<file path="src/rtl/shift_left_pkg.sv">
// Shared definitions for the shift_left registered shifter/rotator.
//   WIDTH_DEFAULT : default operand/result width
//   mode_e        : shift mode encoding applied to the rotate input
//   carry_of      : reference carry-out for an operand/width/shift amount
package shift_left_pkg;

  localparam int unsigned WIDTH_DEFAULT = 4;

  typedef enum logic {
    MODE_LSL = 1'b0,
    MODE_ROL = 1'b1
  } mode_e;

  // Last bit leaving the MSB end; zero when nothing leaves (shamt = 0)
  // and for out-of-range amounts (shamt >= width).
  function automatic logic carry_of(input logic [63:0] data,
                                    input int unsigned width,
                                    input int unsigned shamt);
    if (shamt == 0 || shamt >= width) begin
      return 1'b0;
    end
    return data[width - shamt];
  endfunction

endpackage

</file>
<file path="src/rtl/shift_left_stage.sv">
// One barrel stage: shifts or rotates left by STAGE_SHIFT when enabled.
//   data     : stage input
//   enable   : apply this stage's shift
//   rotate   : 0 = zero fill, 1 = wrap MSBs into LSBs
//   data_out : stage output
//   bit_out  : last bit leaving the MSB end (0 when disabled)
module shift_left_stage
  import shift_left_pkg::*;
#(
  parameter int unsigned WIDTH       = WIDTH_DEFAULT,
  parameter int unsigned STAGE_SHIFT = 1
) (
  input  logic [WIDTH-1:0] data,
  input  logic             enable,
  input  logic             rotate,
  output logic [WIDTH-1:0] data_out,
  output logic             bit_out
);

  logic [WIDTH-1:0] shifted;
  logic [WIDTH-1:0] rotated;

  assign shifted = {data[WIDTH-STAGE_SHIFT-1:0], {STAGE_SHIFT{1'b0}}};
  assign rotated = {data[WIDTH-STAGE_SHIFT-1:0], data[WIDTH-1:WIDTH-STAGE_SHIFT]};

  always_comb begin
    data_out = data;
    bit_out  = 1'b0;
    if (enable) begin
      data_out = (mode_e'(rotate) == MODE_ROL) ? rotated : shifted;
      bit_out  = data[WIDTH-STAGE_SHIFT];
    end
  end

endmodule

</file>
<file path="src/rtl/shift_left.sv">
// Registered left shifter/rotator with a one-cycle valid pipeline.
//   clk, rst  : clock, synchronous active-high reset
//   in_valid  : operand/controls valid this cycle
//   n1        : operand
//   shamt     : shift amount
//   rotate    : 0 = logical shift left, 1 = rotate left
//   out_valid : result/carry_out valid
//   result    : shifted/rotated operand (held while out_valid = 0)
//   carry_out : last bit shifted off the MSB end (held while out_valid = 0)
module shift_left
  import shift_left_pkg::*;
#(
  parameter int unsigned WIDTH   = WIDTH_DEFAULT,
  parameter int unsigned SHAMT_W = $clog2(WIDTH)
) (
  input  logic               clk,
  input  logic               rst,
  input  logic               in_valid,
  input  logic [WIDTH-1:0]   n1,
  input  logic [SHAMT_W-1:0] shamt,
  input  logic               rotate,
  output logic               out_valid,
  output logic [WIDTH-1:0]   result,
  output logic               carry_out
);

  logic [WIDTH-1:0] stage_data  [SHAMT_W+1];
  logic             stage_carry [SHAMT_W+1];
  logic             carry_d;

  assign stage_data[0]  = n1;
  assign stage_carry[0] = 1'b0;

  // The carry is taken from the highest enabled stage: its input has already
  // been moved by the lower stages, so the bit it spills is n1[WIDTH-shamt]
  // in both modes for any in-range amount.
  for (genvar i = 0; i < SHAMT_W; i++) begin : g_stage
    logic spill;

    shift_left_stage #(
      .WIDTH       (WIDTH),
      .STAGE_SHIFT (2 ** i)
    ) u_stage (
      .data     (stage_data[i]),
      .enable   (shamt[i]),
      .rotate   (rotate),
      .data_out (stage_data[i+1]),
      .bit_out  (spill)
    );

    assign stage_carry[i+1] = shamt[i] ? spill : stage_carry[i];
  end

  // Out-of-range amounts (non power-of-2 WIDTH only) never report a carry.
  always_comb begin
    carry_d = 1'b0;
    if (int'(shamt) < int'(WIDTH)) begin
      carry_d = stage_carry[SHAMT_W];
    end
  end

  always_ff @(posedge clk) begin
    if (rst) begin
      out_valid <= 1'b0;
      result    <= '0;
      carry_out <= 1'b0;
    end else begin
      out_valid <= in_valid;
      if (in_valid) begin
        result    <= stage_data[SHAMT_W];
        carry_out <= carry_d;
      end
    end
  end

endmodule

</file>
<file path="config.mk">
export PLATFORM = sky130hd
export DESIGN_NAME = shift_left
export DESIGN_NICKNAME = d
export VERILOG_FILES = /design/src/rtl/shift_left_pkg.sv /design/src/rtl/shift_left_stage.sv /design/src/rtl/shift_left.sv
export SDC_FILE = /design/constraint.sdc
export NUM_CORES = 1
export LEC_CHECK = 0
export BUFFER_PORTS_ARGS = -buffer_cell sky130_fd_sc_hd__buf_2
export CELL_PAD_IN_SITES_DETAIL_PLACEMENT = 1
export CELL_PAD_IN_SITES_GLOBAL_PLACEMENT = 1
export CORE_AREA = 2 2 39 41
export CTS_BUF_LIST = sky130_fd_sc_hd__clkbuf_8
export CTS_CLUSTER_DIAMETER = 120
export CTS_CLUSTER_SIZE = 10
export DETAILED_ROUTE_END_ITERATION = 10
export DIE_AREA = 0 0 41 43
export PLACE_DENSITY = 0.64
export SYNTH_ARGS = -nofsm -noshare
export SYNTH_HDL_FRONTEND = slang
export SYNTH_SLANG_ARGS = --single-unit
</file>
<file path="constraint.sdc">
create_clock -name clk -period 1.4 [get_ports clk]
set_input_delay 0.07 -clock clk [delete_from_list [all_inputs] [get_ports clk]]
set_output_delay 0.07 -clock clk [all_outputs]
set_load 0.01 [all_outputs]
</file>
==> Yosys cells after proc, flatten, opt, wreduce, memory -nomap -nowiden <==
Cells that the tools add are included.
{ "classes": {"mux": 6} }
{ "ops": {"columns": ["cell", "count"], "rows": [
  ["4-bit 2-to-1 mux", 2],
  ["1-bit 2-to-1 mux", 3],
  ["2-bit 2-to-1 mux", 1]
]} }
{ "word_totals": {"ff_bits": 6, "in_bits": 10} }

==> Logic depth before layout (Yosys ltp) <==
Gate-level depths: netlist of the first run.
{ "depth": {"ltp_word": 4, "mapped_depth": 4} }

==> Modules after synthesis <==
Synthesis of the first run repeated with hierarchy kept, for this count alone.
{ "unflattened": {"cells_unflattened": 34, "area_unflattened_um2": 339.1} }
{ "modules_own_cells": {"columns": ["module", "seq_area_each_um2", "instances", "area_per_inst_um2", "cells_each"], "rows": [
  ["shift_left", 120.1, 1, 225.2, 20],
  ["shift_left_stage at g_stage[1].u_stage", 0.0, 1, 57.6, 8],
  ["shift_left_stage at g_stage[0].u_stage", 0.0, 1, 56.3, 6]
]} }

==> Worst setup path before layout of the first run <==
OpenSTA, ideal clock, no wires.
{ "synth_timing": {"path_kind": "in2reg", "from": "in shamt[0]", "to": "reg result[0]", "cell_stages": 4, "t_required_ns": 1.256, "arrival_time_ns": 0.636, "setup_slack_ns": 0.620, "setup_time_ns": 0.144, "cell_sequence": "buf_6 mux2_4 nand3_2 a311oi_2"} }
{ "synth_between": {"elab_chain_cells": 3} }
{ "synth_lines": {"columns": ["item", "line_no", "text"], "rows": [
  ["from (decl)", "shift_left.sv:20", "input logic [SHAMT_W-1:0] shamt,"],
  ["4-bit 2-to-1 mux (*)", "shift_left_stage.sv:29", "if (enable) begin"],
  ["2-bit 2-to-1 mux", "shift_left_stage.sv:30", "data_out = (mode_e'(rotate) == MODE_ROL) ? rotated : shifted;"],
  ["4-bit 2-to-1 mux (*)", "shift_left_stage.sv:29", null],
  ["to (signal assigned)", "shift_left.sv:70", "result <= stage_data[SHAMT_W];"],
  ["to (decl)", "shift_left.sv:23", "output logic [WIDTH-1:0] result,"]
]} }
Mark *: on every way between the ends. The rest lies on a longest branch, timed or not.
A chain may end at the register's enable or synchronous reset.

==> Worst setup path in the final report of the first run <==
{ "layout_timing": {"from": "reg result[0]", "to": "out result[0]"} }
No word-level cell between the ends.

==> flow_summary.ini, run 1 <==
[timing]
rsz0062_at_grt = no
fmax_ghz = 1.35
setup_ws_ns = 0.660
report.final.slew_viol_count = 0
tns_ns = 0
period_share_pct = 52.9
tightest_slew_ns = 0.235
finalClockSkew_ns = 0
final_hold_viol_count = 0
setup_violations = 0
timing.slew.headroom_pct = 83.9
period_minus_slack_ns = 0.740

[setup_path]
ff2ff_setup_slack_ns = 0.67
path_buf_inv = 1
r2r_end = result[3]
critPathMaxFanout = 2
end_kind = output pin
crit_chain = buf_2
timing.rr.start = result[3]
crit_type = flop to output pin
reg2reg_depth = 2
critPathSlowestCell = dfxtp_1
start_kind = flop
crit_family = flip-flops
required_ns = 1.33
max_stage_delay_ns = 0.32
arrival_ns = 0.67

[synth]
synth_fp_nets = 45
syn_area_per_cell_um2 = 9.80
synth_top_area_share_pct = 35.0
synthesis.area_um2 = 343
synth_edf_count = 0
synth_most_common_cell = dfxtp_1
synth_common_cells = 6 x dfxtp_1, 3 x nand2_1, 3 x nor2_1
ys_seq_area_share_pct = 35.0
synthArstFlopShare_pct = 0
synth_area_leaders = dfxtp_1 35%, mux2i_1 5.8%, a311oi_2 4.4%
synth_ff_type = dfxtp_1
ys_ff_latch = 6
synth_area_leader_cell = dfxtp_1
synthCells = 35
yosysWarnings = 0
synthDistinctLibCells = 23

[cts]
cts_tree = yes
cts-root-buf = clkbuf_8
cts.repair.resized = 0
htreeDepth = 1
cts.reportedPaths.clkPinSlew_ns = 0.04
cts.sinks = 6
clk_path_buf_depth = 2
hold_buffers = 0
insertion_delay_ns = 0.22
cts_setup_buffers = 0
numCtsBuffers = 3

[min_path]
min_from = rst
holdPathStages = 2
hold_end = result[2]
hp-class = input port to flop

[power]
p_seq_share_pct = 35.4
power_density_nw_per_um2 = 1170
internal_power_uw = 411
p_total_uw = 533
ir_drop_uv = 312
swShare_pct = 22.9
power_switching_uw = 122
leakage_nw = 0.208
clkPwrFrac_pct = 48.3
pwr-share-comb_pct = 16.3

[job]
maxCapViolations = 0

[grt]
gr-usage-all-layers_pct = 10.5
grt.overflow.total = 0
grt_pass1_wl_mm = 1.15
grt_pass1_vias = 272
grt_start_max_net_pins = 12
antenna_found_initial = 0

[die]
io-pin-count = 16
rows = 14
core_area_um2 = 1380
start_util_pct = 24.8
die_area_um2 = 1760
die_height_um = 43
die_w_um = 41

[outcome]
status = completed

[routing]
vias = 300
antenna_left = 0
viasPerCell = 4.55
drc = 0
wire_per_inst_um = 11.1
dr.pass1.iters = 1
drtIter0Drc = 0
wirelength_um = 733

[final_layout]
nets = 62
area_delta_synth_final_pct = 33.2
fin_util_pct = 33.0
fill_cells = 173
n_antenna_cell = 0
final_cell_count_no_fill = 66
drive_above_1_share_pct = 50.0

[placed_design]
post-dp-hpwl_um = 591
place_congestion = 0.615
port_buffers = 15
dp_cells = 63
pre_cts_ws_ns = 0.474
==> per-layer routing <==
metal,up-vias,wire length (um),GRT usage [%]
met4,0,41,14.0
met2,15,295,12.5
li1,157,-,-
met5,-,0,0
met1,124,331,12.2
met3,4,64,3.14
==> worst max-delay path by stage <==
stage,start,cells after the start,to
after floorplan,shamt[0],4,result[0]
after global placement,shamt[0],4,result[3]
after detailed placement,shamt[0],4,result[3]
after CTS,result[1],1,result[1]
after global routing,result[0],1,result[0]
final,result[0],1,result[0]
==> placed cells by master, fill, tap and decap left out <==
| master | netlist | final |
|---|---|---|
| nand2_1 | 3 | 3 |
| a31oi_1 | 1 | 1 |
| clkbuf_8 | 0 | 3 |
| a311oi_1 | 1 | 1 |
| a31o_2 | 1 | 1 |
| and3_2 | 1 | 1 |
| mux2i_1 | 2 | 2 |
| dfxtp_1 | 6 | 6 |
| nor3_2 | 1 | 1 |
| nand2b_1 | 2 | 2 |
| nor2_1 | 3 | 3 |
| buf_2 | 0 | 15 |
| o21bai_1 | 1 | 1 |
| nand3_2 | 1 | 1 |
| o221a_1 | 1 | 1 |
| nand3b_1 | 2 | 2 |
| nor3b_1 | 1 | 1 |
| nor2b_1 | 1 | 1 |
| a311oi_2 | 1 | 1 |
| o211ai_1 | 1 | 1 |
| mux2_4 | 1 | 1 |
| and2b_2 | 1 | 1 |
==> area by class of cell <==
type                            count  area [um2]  share of cell area [%]
Clock buffer                        3        41.3                    9.04
Multi-Input combinational cell     26         200                    43.8
Sequential cell                     6         120                    26.3
Tap cell                           16        20.0                    4.38
Timing Repair Buffer               15        75.1                    16.4
==> state kept, by name (all words and copies together) (netlist names) <==
name / flops
carry_out: 1
result: 4
out_valid: 1
==> stage by stage <==
step | instance area (um2) | hold slack [ns]
after detailed placement | 415 | 0.345
after global placement | 415 | 0.344
final | 457 | 0.112
after CTS | 457 | 0.109
after global routing | 457 | 0.117
after floorplan | 343 | 0.139
==> power by group through the flow <==
stage               Combinational, mW  Clock (mW)  Sequential (mW)
finish                         0.0868       0.257            0.188
global route                   0.0970       0.282            0.189
CTS                            0.0882       0.268            0.189
detailed placement             0.0882           0            0.191
global placement               0.0867           0            0.191
floorplan                      0.0514           0            0.197
==> cells by family (layout without fill, tap and decap cells) <==
logic type	Yosys count	in the layout	share of synthesized area, %
mux	3	3	10.2
simple gates	16	16	29.2
flops	6	6	35.0
buf+inv	3	18	6.57
compound gates	7	7	19.0
Power figures use the tool's default switching activity.
==> run 2: changes to the inputs <==
ABC_AREA = 1   (was unset)
PLACE_DENSITY = 0.7   (was 0.64)
clock period = 0.8 ns   (was 1.4 ns; I/O delays follow)
==> flow_summary.ini, run 2 <==
[outcome]
status = completed

[setup_path]
path_buf_inv = 1
critPathLaunch = result[1]
arrival_ns = 0.67
ff2ff_setup_slack_ns = 0.17
end_kind = output pin
timing.rr.start = result[1]
worst-path-stages = 1
start_kind = flop
reg2reg_depth = 4
r2r_end = result[1]
crit_path_end = result[1]
crit_family = flip-flops
critPathSlowestCell = dfxtp_1
crit_chain = buf_2
crit_type = flop to output pin
max_stage_delay_ns = 0.32
required_ns = 0.76
critPathMaxFanout = 2

[placed_design]
place_congestion = 0.839
port_buffers = 15
post-dp-hpwl_um = 709

[synth]
ys_seq_area_share_pct = 36.1
synthDistinctLibCells = 11
synth_common_cells = 17 x nand2_1, 9 x nor2_1, 8 x inv_1
synth_area_leaders = dfxtp_1 36%, nand2_1 19%, nor2_1 10%
synthesis.area_um2 = 333
synthCells = 56
synthArstFlopShare_pct = 0
synth_ff_type = dfxtp_1
yosysWarnings = 0
synth_edf_count = 0
syn_area_per_cell_um2 = 5.94
synth_area_leader_cell = dfxtp_1
synth_top_area_share_pct = 36.1
ys_ff_latch = 6
synth_most_common_cell = nand2_1
synth_fp_nets = 66

[routing]
dr.pass1.iters = 2
highest_layer = met3
wirelength_um = 902
viasPerCell = 4.46
drtIter0Drc = 2
wire_per_inst_um = 10.1
dr_wl_met3_um = 46
wl_met2_um = 468
vias = 397
drc = 0
antenna_left = 0
m1WireLength_um = 387

[power]
swShare_pct = 24.5
leakage_nw = 0.274
clkPwrFrac_pct = 47.9
internal_power_uw = 708
p_seq_share_pct = 35.2
power_density_nw_per_um2 = 2030
power_switching_uw = 229
p_total_uw = 938
ir_drop_uv = 737
pwr-share-comb_pct = 16.9

[timing]
fmax_ghz = 1.40
tightest_slew_ns = 0.160
period_share_pct = 89.0
rsz0062_at_grt = no
tns_ns = 0
setup_violations = 0
report.final.slew_viol_count = 0
period_minus_slack_ns = 0.712
finalClockSkew_ns = 0
final_hold_viol_count = 0
timing.slew.headroom_pct = 89.2

[die]
die_height_um = 43
die_w_um = 41
rows = 14
start_util_pct = 24.1
io-pin-count = 16
core_area_um2 = 1380
die_area_um2 = 1760

[final_layout]
largest_reg_flops = 4
area_delta_synth_final_pct = 38.7
drive_above_1_share_pct = 28.8
nets = 85
fill_cells = 191
most-common-layout-cells = 17 x nand2_1, 15 x buf_2, 9 x nor2_1, 8 x inv_1, 6 x dfxtp_1
seq_area_um2 = 120
multi_input_area_um2 = 171
top_regs = result (4), carry_out (1), out_valid (1)
layout_commonest_cell = nand2_1
n_antenna_cell = 0
top_register = result

[cts]
clk_path_buf_depth = 2
cts.sinks = 6
cts.repair.resized = 0
cts-root-buf = clkbuf_8
htreeDepth = 1
insertion_delay_ns = 0.22
cts_tree = yes
cts.reportedPaths.clkPinSlew_ns = 0.04
numCtsBuffers = 3
cts_setup_buffers = 0
hold_buffers = 0

[grt]
grt_pass1_wl_mm = 1.39
grt.overflow.total = 0
grt_pass1_vias = 368
antenna_found_initial = 0
gr-usage-all-layers_pct = 11.8
grt_start_max_net_pins = 11

[min_path]
hp-class = input port to flop

[job]
maxCapViolations = 0
[run 2: changes by cell type after synthesis, moves of 3 or more]
cell | previous run | this run
a21oi_1 | 0 | 3
o21ai_0 | 0 | 3
inv_1 | 0 | 8
nand3_1 | 0 | 5
nor2_1 | 3 | 9
nand2_1 | 3 | 17
[run 2: per-layer routing]
metal  vias up  global-route usage, %
met2         9                   16.6
met4         0                   8.00
met1       183                   14.1
met5         -                      0
li1        205                      -
met3         0                   4.71
[run 2: worst min-delay path by stage]
stage               from        end  slack [ns]  cells after the start
floorplan            rst  out_valid        0.11                      1
global placement     rst  out_valid        0.25                      2
detailed placement   rst  out_valid        0.26                      2
CTS                  rst  out_valid        0.02                      2
global route         rst  out_valid        0.03                      2
finish               rst  out_valid        0.03                      2
[run 2: kinds of logic (layout without fill, tap and decap cells)]
| logic type | after synthesis | count (layout) | synth area share [%] |
|---|---|---|---|
| buf+inv | 10 | 27 | 12.4 |
| compound gates | 7 | 7 | 10.9 |
| flops | 6 | 6 | 36.1 |
| simple gates | 33 | 33 | 40.6 |
[run 2: cell type report]
class | instances | area share, %
Multi-Input combinational cell | 40 | 37.1
Sequential cell | 6 | 26.0
Tap cell | 16 | 4.34
Clock buffer | 3 | 8.94
Inverter | 9 | 7.32
Timing Repair Buffer | 15 | 16.3
[run 2: power groups by stage]
stage                     Sequential [mW]  Combinational, mW  Clock [mW]
after floorplan                     0.345             0.0812           0
after global placement              0.334              0.156           0
after detailed placement            0.335              0.159           0
after CTS                           0.331              0.161       0.468
after global routing                0.333              0.180       0.481
final                               0.330              0.159       0.449
[run 2: worst reg2reg max path, stage by stage, from the launching register on]
cell and delay [ns]:
dfxtp_1 0.30, nor2_1 0.10, nor2_1 0.04, nand2_1 0.06
inv_1 0.03
[run 2: stage by stage]
step / worst slack, ns / hold WS [ns] / utilization (%) / cells / cell area [um2]
floorplan: 0.160 / 0.112 / - / 56 / 333
global placement: 0.0536 / 0.254 / 30.4 / 86 / 420
detailed placement: 0.0152 / 0.260 / 30.4 / 86 / 420
CTS: 0.0743 / 0.0238 / 33.4 / 89 / 462
global route: 0.0456 / 0.0275 / 33.4 / 89 / 462
finish: 0.0882 / 0.0263 / 33.4 / 89 / 462
